==> src/rtl/tpu_pkg.sv <==
// tpu_pkg: shared weight-path types and constants
//   wl_state_t : weight_load_ctrl sequencer states
//   WL_DEPTH   : rows per weight FIFO column, shared by the controller and the FIFO
package tpu_pkg;
  typedef enum logic [2:0] {WL_IDLE, WL_FILL, WL_PAD, WL_DRAIN, WL_DONE} wl_state_t;
  localparam int WL_DEPTH = 4;
endpackage

==> src/rtl/weight_load_ctrl.sv <==
// weight_load_ctrl: fills a 2-column weight FIFO from a byte stream, then drains it into the MMU
//   clk, reset (async, active-high)
//   start, abort              : tile commands (start in IDLE, abort in FILL)
//   wt_valid, wt_data/wt_ready: upstream byte stream
//   push_col0/1, fifo_data    : FIFO write side (combinational from the handshake)
//   pop, mmu_load_en, load_row: FIFO drain and MMU capture window
//   busy, done, aborted       : status
module weight_load_ctrl
  import tpu_pkg::*;
#(
  parameter int DEPTH  = WL_DEPTH,
  parameter int DATA_W = 8
) (
  input  logic                   clk,
  input  logic                   reset,
  input  logic                   start,
  input  logic                   abort,
  input  logic                   wt_valid,
  input  logic [DATA_W-1:0]      wt_data,
  output logic                   wt_ready,
  output logic                   push_col0,
  output logic                   push_col1,
  output logic [DATA_W-1:0]      fifo_data,
  output logic                   pop,
  output logic                   mmu_load_en,
  output logic [$clog2(DEPTH):0] load_row,
  output logic                   busy,
  output logic                   done,
  output logic                   aborted
);
  localparam int CW = $clog2(2 * DEPTH) + 1;
  localparam logic [CW-1:0] ONE = CW'(1);
  localparam logic [CW-1:0] LAST = CW'(2 * DEPTH - 1);
  localparam logic [CW-1:0] ROWS = CW'(DEPTH);
  wl_state_t state;
  logic [CW-1:0] fill_cnt, drain_cnt;
  logic abort_q, xfer, pad;
  // abort takes priority: the byte offered in the abort cycle is dropped
  assign xfer = state == WL_FILL && wt_valid && !abort;
  assign pad = state == WL_PAD;
  always_ff @(posedge clk or posedge reset)
    if (reset) begin
      state <= WL_IDLE;
      fill_cnt <= '0;
      drain_cnt <= '0;
      abort_q <= 1'b0;
    end else begin
      abort_q <= 1'b0;
      case (state)
        WL_IDLE: if (start) begin
          state <= WL_FILL;
          fill_cnt <= '0;
          drain_cnt <= '0;
        end
        WL_FILL: if (abort) begin
          state <= fill_cnt == '0 ? WL_IDLE : WL_PAD;
          abort_q <= fill_cnt == '0;
        end else if (wt_valid) begin
          fill_cnt <= fill_cnt + ONE;
          if (fill_cnt == LAST) state <= WL_DRAIN;
        end
        // zero padding keeps both column write pointers level with the read pointers
        WL_PAD: begin
          fill_cnt <= fill_cnt + ONE;
          if (fill_cnt == LAST) begin
            state <= WL_IDLE;
            abort_q <= 1'b1;
          end
        end
        WL_DRAIN: begin
          drain_cnt <= drain_cnt + ONE;
          if (drain_cnt == ROWS) state <= WL_DONE;
        end
        default: state <= WL_IDLE;
      endcase
    end
  assign wt_ready = state == WL_FILL;
  assign push_col0 = (xfer || pad) && !fill_cnt[0];
  assign push_col1 = (xfer || pad) && fill_cnt[0];
  assign fifo_data = state == WL_FILL ? wt_data : '0;
  assign pop = state == WL_DRAIN && drain_cnt < ROWS;
  // one extra capture cycle covers the column-1 skew
  assign mmu_load_en = state == WL_DRAIN;
  assign load_row = mmu_load_en ? drain_cnt[$clog2(DEPTH):0] : '0;
  assign busy = state != WL_IDLE;
  assign done = state == WL_DONE;
  assign aborted = abort_q;
endmodule

==> config.mk <==
export PLATFORM = sky130hd
export DESIGN_NAME = weight_load_ctrl
export DESIGN_NICKNAME = d
export VERILOG_FILES = /design/src/rtl/tpu_pkg.sv /design/src/rtl/weight_load_ctrl.sv
export SDC_FILE = /design/constraint.sdc
export NUM_CORES = 1
export LEC_CHECK = 0
export CORE_MARGIN = 2
export CORE_UTILIZATION = 25
export CTS_CLUSTER_DIAMETER = 150
export DETAILED_ROUTE_END_ITERATION = 10
export DONT_BUFFER_PORTS = 1
export GPL_TIMING_DRIVEN = 0
export PLACE_DENSITY = 0.35
export RECOVER_POWER = 100
export SLEW_MARGIN = 20
export SYNTH_ARGS = -nofsm -noshare
export SYNTH_HDL_FRONTEND = slang
export SYNTH_SLANG_ARGS = --single-unit
==> constraint.sdc <==
create_clock -name clk -period 1.8 [get_ports clk]
set_input_delay 0.18 -clock clk [delete_from_list [all_inputs] [get_ports clk]]
set_output_delay 0.18 -clock clk [all_outputs]
set_load 0.005 [all_outputs]
* After elaboration in Yosys (flattened, before gate mapping)
Index checks and enable logic that the tools add are counted.
** Storage, ports and cells
- Register bits :: 12
- Output and inout bits :: 19
** Cells by class
- Add/sub/neg operators :: 2
- Order comparisons :: 1
- Eq/ne operators :: 13
- Mux-type cells :: 18
- Reduce and logical (&&, ||, !) cells :: 16
** Operator list (number)
- $mux W3 :: 7
- $mux W4 :: 3
- $pmux W3 S4 :: 1
- $pmux W4 S3 :: 1
- $add A4 B1 Y4 const B :: 2
- $eq A4 B3 Y1 const B :: 2
- $mux W8 :: 1
- $pmux W4 S2 :: 1
- $eq A3 B2 Y1 const B :: 2
- $ne A2 B2 Y1 const B :: 3
- $reduce_bool A3 Y1 :: 2
- $logic_and A1 B1 Y1 :: 5
- $reduce_and A5 Y1 :: 1
- $logic_not A4 Y1 :: 1
- $lt A4 B3 Y1 const B :: 1
- $ne A2 B1 Y1 const B :: 2
- $reduce_and A4 Y1 :: 1
- $eq A3 B1 Y1 const B :: 1
- $eq A3 B3 Y1 const B :: 1
- $logic_not A3 Y1 :: 1
- $ne A3 B2 Y1 const B :: 1
- $ne A3 B3 Y1 const B :: 1
- $logic_not A1 Y1 :: 2
- $mux W1 :: 2
- other kinds (5) :: 5

* Depth between registers and ports, before layout
Gate-level depths: netlist of the first run.
- Word-level depth :: 5
- Mapped depth :: 5

* Worst setup path after synthesis of the first run
Ideal clock, no wire load.
- Path type :: register -> register
- From :: reg state[2]
- To :: reg drain_cnt[2]
- Setup time :: 124 ps
- Arrival :: 1092 ps
- Data required time :: 1676 ps
- Path slack :: 584 ps
- Cell stages (with the launch flop) :: 4
- Buffers on the path :: 0
- Period minus slack after synthesis :: 1216 ps
- Cells stage by stage :: dfrtp_1 > or4b_4 > nand3_1 > o21ai_1
** Between the ends
- Cells in the longest elaborated chain, start to end :: 3
- Elaborated cells between the ends (all ways) :: 6
** RTL lines
- start, declared :: line weight_load_ctrl.sv:35 : wl_state_t state;
- start signal, assigned :: line weight_load_ctrl.sv:56 : state <= fill_cnt == '0 ? WL_IDLE : WL_PAD;
- $eq A3 B2 Y1 or $logic_not A3 Y1 (tied branches) :: line weight_load_ctrl.sv:49 : case (state)
- $reduce_bool A2 Y1 (no line) or $ne A2 B2 Y1 (tied branches)
- $reduce_and A2 Y1 (no line)
- end signal, assigned :: line weight_load_ctrl.sv:71 : drain_cnt <= drain_cnt + ONE;
- end, declared :: line weight_load_ctrl.sv:36 : logic [CW-1:0] fill_cnt, drain_cnt;
Several ways; a longest one is shown, not always the timed one.
A chain may end at the register's enable or synchronous reset.

* Worst setup path after layout of the first run
- From :: reg state[1]
- To :: out push_col1
** Between the ends
- Cells in the longest elaborated chain, start to end :: 5
- Elaborated cells between the ends (all ways) :: 6
** RTL lines
- $eq A3 B1 Y1 :: line weight_load_ctrl.sv:39 : assign xfer = state == WL_FILL && wt_valid && !abort;
- $logic_and A1 B1 Y1 (2 in a row) :: line weight_load_ctrl.sv:39
- $logic_or A1 B1 Y1 (*) :: line weight_load_ctrl.sv:79 : assign push_col1 = (xfer || pad) && fill_cnt[0];
- $logic_and A1 B1 Y1 (*) :: line weight_load_ctrl.sv:79
- end, declared :: line weight_load_ctrl.sv:22 : output logic push_col1,
Every way passes the cells marked *; elsewhere a longest branch is shown, timed or not.

==> results of run 1 <==
==> per-layer routing <==
| metal | GRT usage [%] | vias to the layer above | share of wire [%] |
|---|---|---|---|
| met5 | 0 | - | 0 |
| met4 | 6.52 | 0 | 1.9 |
| met3 | 3.17 | 4 | 7.1 |
| met2 | 16.7 | 30 | 42 |
| met1 | 15.0 | 324 | 48 |
| li1 | - | 343 | - |
==> cells by family after synthesis <==
family          share of synthesized area, %
buf+inv                                 8.34
simple gates                            33.1
fa+ha+maj                               5.56
compound gates                          13.5
xor+xnor                                2.78
mux                                     3.34
flops                                   33.4
==> state kept, by name, summed over array words and instances (netlist names) <==
name,count
fill_cnt,4
drain_cnt,4
state,3
aborted,1
==> cells in the mapped netlist (2+ instances only) <==
cell type,n
dfrtp_1,12
and3_1,10
inv_1,9
nand2_1,7
and2_1,4
ha_1,4
mux2i_1,3
nand3_1,3
nor2_1,3
o21ai_1,3
and4bb_1,2
buf_4,2
buf_6,2
nand3b_1,2
nand4b_1,2
nor3b_1,2
o211ai_1,2
==> cell type report <==
cell class | count | area, um2 | area share, %
Sequential cell | 12 | 300 | 30.7
Timing Repair Buffer | 1 | 10.0 | 1.02
Tap cell | 46 | 57.6 | 5.88
Clock buffer | 4 | 36.3 | 3.71
Buffer | 5 | 38.8 | 3.96
Inverter | 9 | 33.8 | 3.45
Multi-Input combinational cell | 67 | 502 | 51.3
==> cells in the final DEF, fill, tap and decap left out, types with 2 or more instances in the layout <==
cell / count
nand3b_1: 2
clkbuf_4: 3
and3_1: 10
nand4b_1: 2
buf_6: 2
nor3b_1: 2
nand3_1: 3
nor2_1: 3
nand2_1: 7
o211ai_1: 2
ha_1: 4
and4bb_1: 2
dfrtp_1: 12
and2_0: 3
a21oi_1: 2
inv_1: 9
mux2i_1: 3
o21ai_0: 2
a221oi_1: 2
==> through the flow <==
| step | total power, mW | area (um2) | hold slack [ns] | worst slack [ns] | instances |
|---|---|---|---|---|---|
| final | 1.46 | 978 | 0.0130 | 0.187 | 144 |
| after global routing | 1.63 | 978 | 0.0132 | 0.0708 | 144 |
| after CTS | 1.55 | 1000 | 0.00224 | 0.173 | 144 |
| after detailed placement | 1.32 | 957 | 0.136 | 0.429 | 139 |
| after global placement | 1.32 | 957 | 0.141 | 0.378 | 139 |
| after floorplan | 1.14 | 900 | 0.0447 | 0.584 | 93 |
==> power breakdown <==
group	total [mW]	leakage [nW]	internal [mW]	switching, mW
registers	0.447	0.159	0.351	0.0959
clock network	0.221	0.0210	0.123	0.0984
logic	0.797	0.276	0.359	0.438
==> worst max path at each step <==
stage                 from      endpoint  cells after the start
6_report          state[1]     push_col1                      4
5_1_grt           state[0]  fifo_data[2]                      3
3_3_place_gp   fill_cnt[0]       aborted                      5
2_1_floorplan     state[2]  drain_cnt[2]                      3
4_1_cts           state[0]  fifo_data[0]                      3
3_5_place_dp   fill_cnt[0]       aborted                      5
==> results.json, run 1 <==
{
  "status": "completed",
  "drt-total-wl_um": 2100,
  "leakage_nw": 0.456,
  "skew_ns": 0.00322,
  "cts_htree_levels": 1,
  "crit_required_ns": 1.62,
  "r2r-end": "fill_cnt[2]",
  "ant_nets": 0,
  "ctsLongestPathBuffers": 2,
  "cts_tree": "done",
  "tns_ns": 0,
  "ys_seq_area_share_pct": 33.4,
  "synth_fp_nets": 110,
  "start_util_pct": 26.5,
  "final-max-slew-violation-count": 0,
  "synth_edf_count": 0,
  "clkSlewWorstSetupHoldPaths_ns": 0.08,
  "power_density_nw_per_um2": 1500,
  "crit_arrival_ns": 1.43,
  "hpwl_um": 1560,
  "synth_area_um2": 900,
  "ys_ff_latch": 12,
  "area_delta_synth_final_pct": 8.76,
  "port_buffers": 0,
  "min_to": "state[0]",
  "die_area_um2": 4090,
  "syn_avg_cell_area_um2": 9.67,
  "grt_overflow": 0,
  "core_area_um2": 3390,
  "ys_dominant_reg_cell": "dfrtp_1",
  "crit_fanout": 10,
  "grt_max_degree": 13,
  "grt_pass1_vias": 712,
  "final_nets": 116,
  "rows": 21,
  "yosys_warnings": 0,
  "root_buffer": "clkbuf_4",
  "hold_viol": 0,
  "period_share_pct": 89.6,
  "hold_start": "abort",
  "grt_pass1_wl_um": 3520,
  "reg2reg_from": "state[0]",
  "cp-end-kind": "output port",
  "wl_per_cell_um": 14.6,
  "cp_slowest_stage_delay_ns": 0.42,
  "num-fill-cells": 366,
  "max_freq_mhz": 620,
  "worstMarginPinSlew_ns": 0.501,
  "reg2regPathDepth": 4,
  "clkSinkCount": 12,
  "die_x_um": 64.0,
  "track_usage_pct": 11.4,
  "drt_iter0_drc": 10,
  "period_needed_ns": 1.61,
  "rsz0062_at_grt": "false",
  "synth_top_area_share_pct": 33.4,
  "synth_area_leader_cell": "dfrtp_1",
  "cpMaxStageDelayCell": "dfrtp_1",
  "critPathBufInv": 1,
  "diodes": 0,
  "drc": 0,
  "place.gp.congestion": 0.703,
  "firstDrtPassIters": 3,
  "die_height_um": 64.0,
  "start_kind": "register",
  "path_class": "register to output port",
  "ios": 32,
  "ctsHoldBuffers": 1,
  "peakVddDrop_v": 0.000527,
  "cap_violations": 0,
  "synth.distinct_cells": 38,
  "crit_chain": "buf_6 -> and2b_1 -> o21bai_1 -> nor2_1",
  "antenna_found_initial": 0,
  "syn_inst": 93,
  "maxSlewHeadroom_pct": 66.6,
  "async_flop_share_pct": 100,
  "post-cts-setup-buffer-count": 0,
  "finalSetupViolCount": 0,
  "via_per_inst": 4.87,
  "via_count": 701,
  "min_path_cells": 1,
  "crit_family": "flip-flops",
  "ys_top_cells_by_area": "dfrtp_1 (33%), and3_1 (7.0%), ha_1 (5.6%)",
  "hp-class": "input port to register",
  "r2r_slack_ns": 0.34,
  "insertion_delay_ns": 0.28,
  "cts_buffers": 3,
  "drive_gt1_share_pct": 12.2,
  "cts_resized": 0,
  "fin_util_pct": 28.9
}
Power figures use the tool's default switching activity.
==> run 2: changes to the inputs <==
--- a/config.mk
+++ b/config.mk
@@ -11,6 +11,7 @@
 export DETAILED_ROUTE_END_ITERATION = 10
 export DONT_BUFFER_PORTS = 1
 export GPL_TIMING_DRIVEN = 0
+export HOLD_SLACK_MARGIN = 0.12
 export PLACE_DENSITY = 0.35
 export RECOVER_POWER = 100
 export SLEW_MARGIN = 20
==> run 2 against run 1 <==
Against the previous run: via count increased by 0.43%; critical path depth is the same; final area rose by 1.0%; sequential power is essentially flat; worst setup slack better by 0.0030 ns; maximum frequency rose by 0.19%; global-route usage hardly changed; critical path type unchanged; largest power group unchanged.
==> results.json, run 2 (synthesized netlist as in run 1, its figures left out) <==
{
  "status": "completed",
  "tns_ns": 0,
  "place.gp.congestion": 0.703,
  "finalPower_mw": 1.47,
  "post-cts-setup-buffer-count": 0,
  "max_freq_mhz": 621,
  "crit_fanout": 10,
  "crit_required_ns": 1.62,
  "grt_max_degree": 13,
  "reg_top3": "drain_cnt: 4 flops, fill_cnt: 4 flops, state: 3 flops",
  "seqCellArea_um2": 300,
  "drive_gt1_share_pct": 12.1,
  "final_nets": 117,
  "via_per_inst": 4.86,
  "grt_pass1_vias": 713,
  "antenna_found_initial": 0,
  "cts_htree_levels": 1,
  "hpwl_um": 1560,
  "ant_nets": 0,
  "grt_overflow": 0,
  "p_seq_share_pct": 30.5,
  "finalSetupViolCount": 0,
  "die_x_um": 64.0,
  "cts_tree": "done",
  "track_usage_pct": 11.5,
  "path_class": "register to output port",
  "leakage_nw": 0.461,
  "firstDrtPassIters": 3,
  "setup_slack_ns": 0.190,
  "hp-class": "input port to register",
  "fin_util_pct": 29.2,
  "die_height_um": 64.0,
  "cts_buffers": 3,
  "layout_commonest_cell": "dfrtp_1",
  "ios": 32,
  "cp-end-kind": "output port",
  "multi_input_area_um2": 502,
  "maxSlewHeadroom_pct": 66.5,
  "diodes": 0,
  "core_area_um2": 3390,
  "rsz0062_at_grt": "false",
  "p_int_uw": 834,
  "clkPwrFrac_pct": 15.1,
  "root_buffer": "clkbuf_4",
  "clkSinkCount": 12,
  "switching_share_pct": 43.1,
  "period_share_pct": 89.5,
  "via_count": 704,
  "period_needed_ns": 1.61,
  "cap_violations": 0,
  "num-fill-cells": 365,
  "final_cell_mix": "dfrtp_1 (12), and3_1 (10), inv_1 (9)",
  "wl_per_cell_um": 14.5,
  "power.switching_uw": 632,
  "combPwrFrac_pct": 54.4,
  "hold_viol": 0,
  "pre_cts_slack_ns": 0.429,
  "area_delta_synth_final_pct": 9.87,
  "peakVddDrop_v": 0.000537,
  "rows": 21,
  "power_density_nw_per_um2": 1480,
  "worstMarginPinSlew_ns": 0.501,
  "drt-total-wl_um": 2100,
  "port_buffers": 0,
  "drt_iter0_drc": 12,
  "start_util_pct": 26.5,
  "crit_arrival_ns": 1.43,
  "insertion_delay_ns": 0.28,
  "ctsLongestPathBuffers": 2,
  "final-max-slew-violation-count": 0,
  "start_kind": "register",
  "grt_pass1_wl_um": 3540,
  "skew_ns": 0.00330,
  "drc": 0,
  "die_area_um2": 4090,
  "clkSlewWorstSetupHoldPaths_ns": 0.08
}
## run 2: cell type report
cell class / instances / share of cell area (%)
multi-input cells: 67 / 50.8
plain buffers: 5 / 3.92
flip-flops and latches: 12 / 30.4
repair buffers: 2 / 2.03
well taps: 46 / 5.82
inverters: 9 / 3.42
clock buffers: 4 / 3.67
## run 2: through the flow
step           cell area [um2]  std cells  hold WS [ns]
6_report                   988        145         0.192
2_1_floorplan              900         93        0.0447
4_1_cts                   1010        145         0.181
5_1_grt                    988        145         0.184
3_5_place_dp               957        139         0.136
3_3_place_gp               957        139         0.141
## run 2: power by group through the flow
stage	clock, mW	sequential [mW]	combinational, mW
2_1_floorplan	0	0.428	0.716
3_3_place_gp	0	0.456	0.864
3_5_place_dp	0	0.457	0.864
4_1_cts	0.234	0.452	0.870
5_1_grt	0.257	0.461	0.913
6_report	0.221	0.446	0.798
## run 2: repair_timing
action / 4_1_cts / 5_1_grt
hold buffers: 2 / 0
hold endpoints to repair: 13 / 0
gates resized for setup: 0 / 0
endpoints found under the setup margin: 0 / 0
## run 2: critical path, stage by stage, from the launching register on
cell	delay (ns)
dfrtp_1	0.42
buf_6	0.17
and2b_1	0.17
o21bai_1	0.30
nor2_1	0.10
## run 2: path summary, 6_finish.rpt
kind	startpoint	to	slack, ns	depth (start not counted)
max	state[1]	push_col1	0.19	4
min reg2reg	drain_cnt[3]	drain_cnt[3]	0.51	1
max in group asynchronous	reset	fill_cnt[0]	1.10	2
min	abort	state[1]	0.19	2
max reg2reg	state[0]	fill_cnt[2]	0.34	4
min in group asynchronous	reset	drain_cnt[2]	0.36	2
## run 2: routing by layer
metal  global-route usage (%)  routed length (um)
met1                     15.3                1030
met5                        0                   0
met2                     16.7                 889
met4                     6.52                  40
met3                     2.99                 145
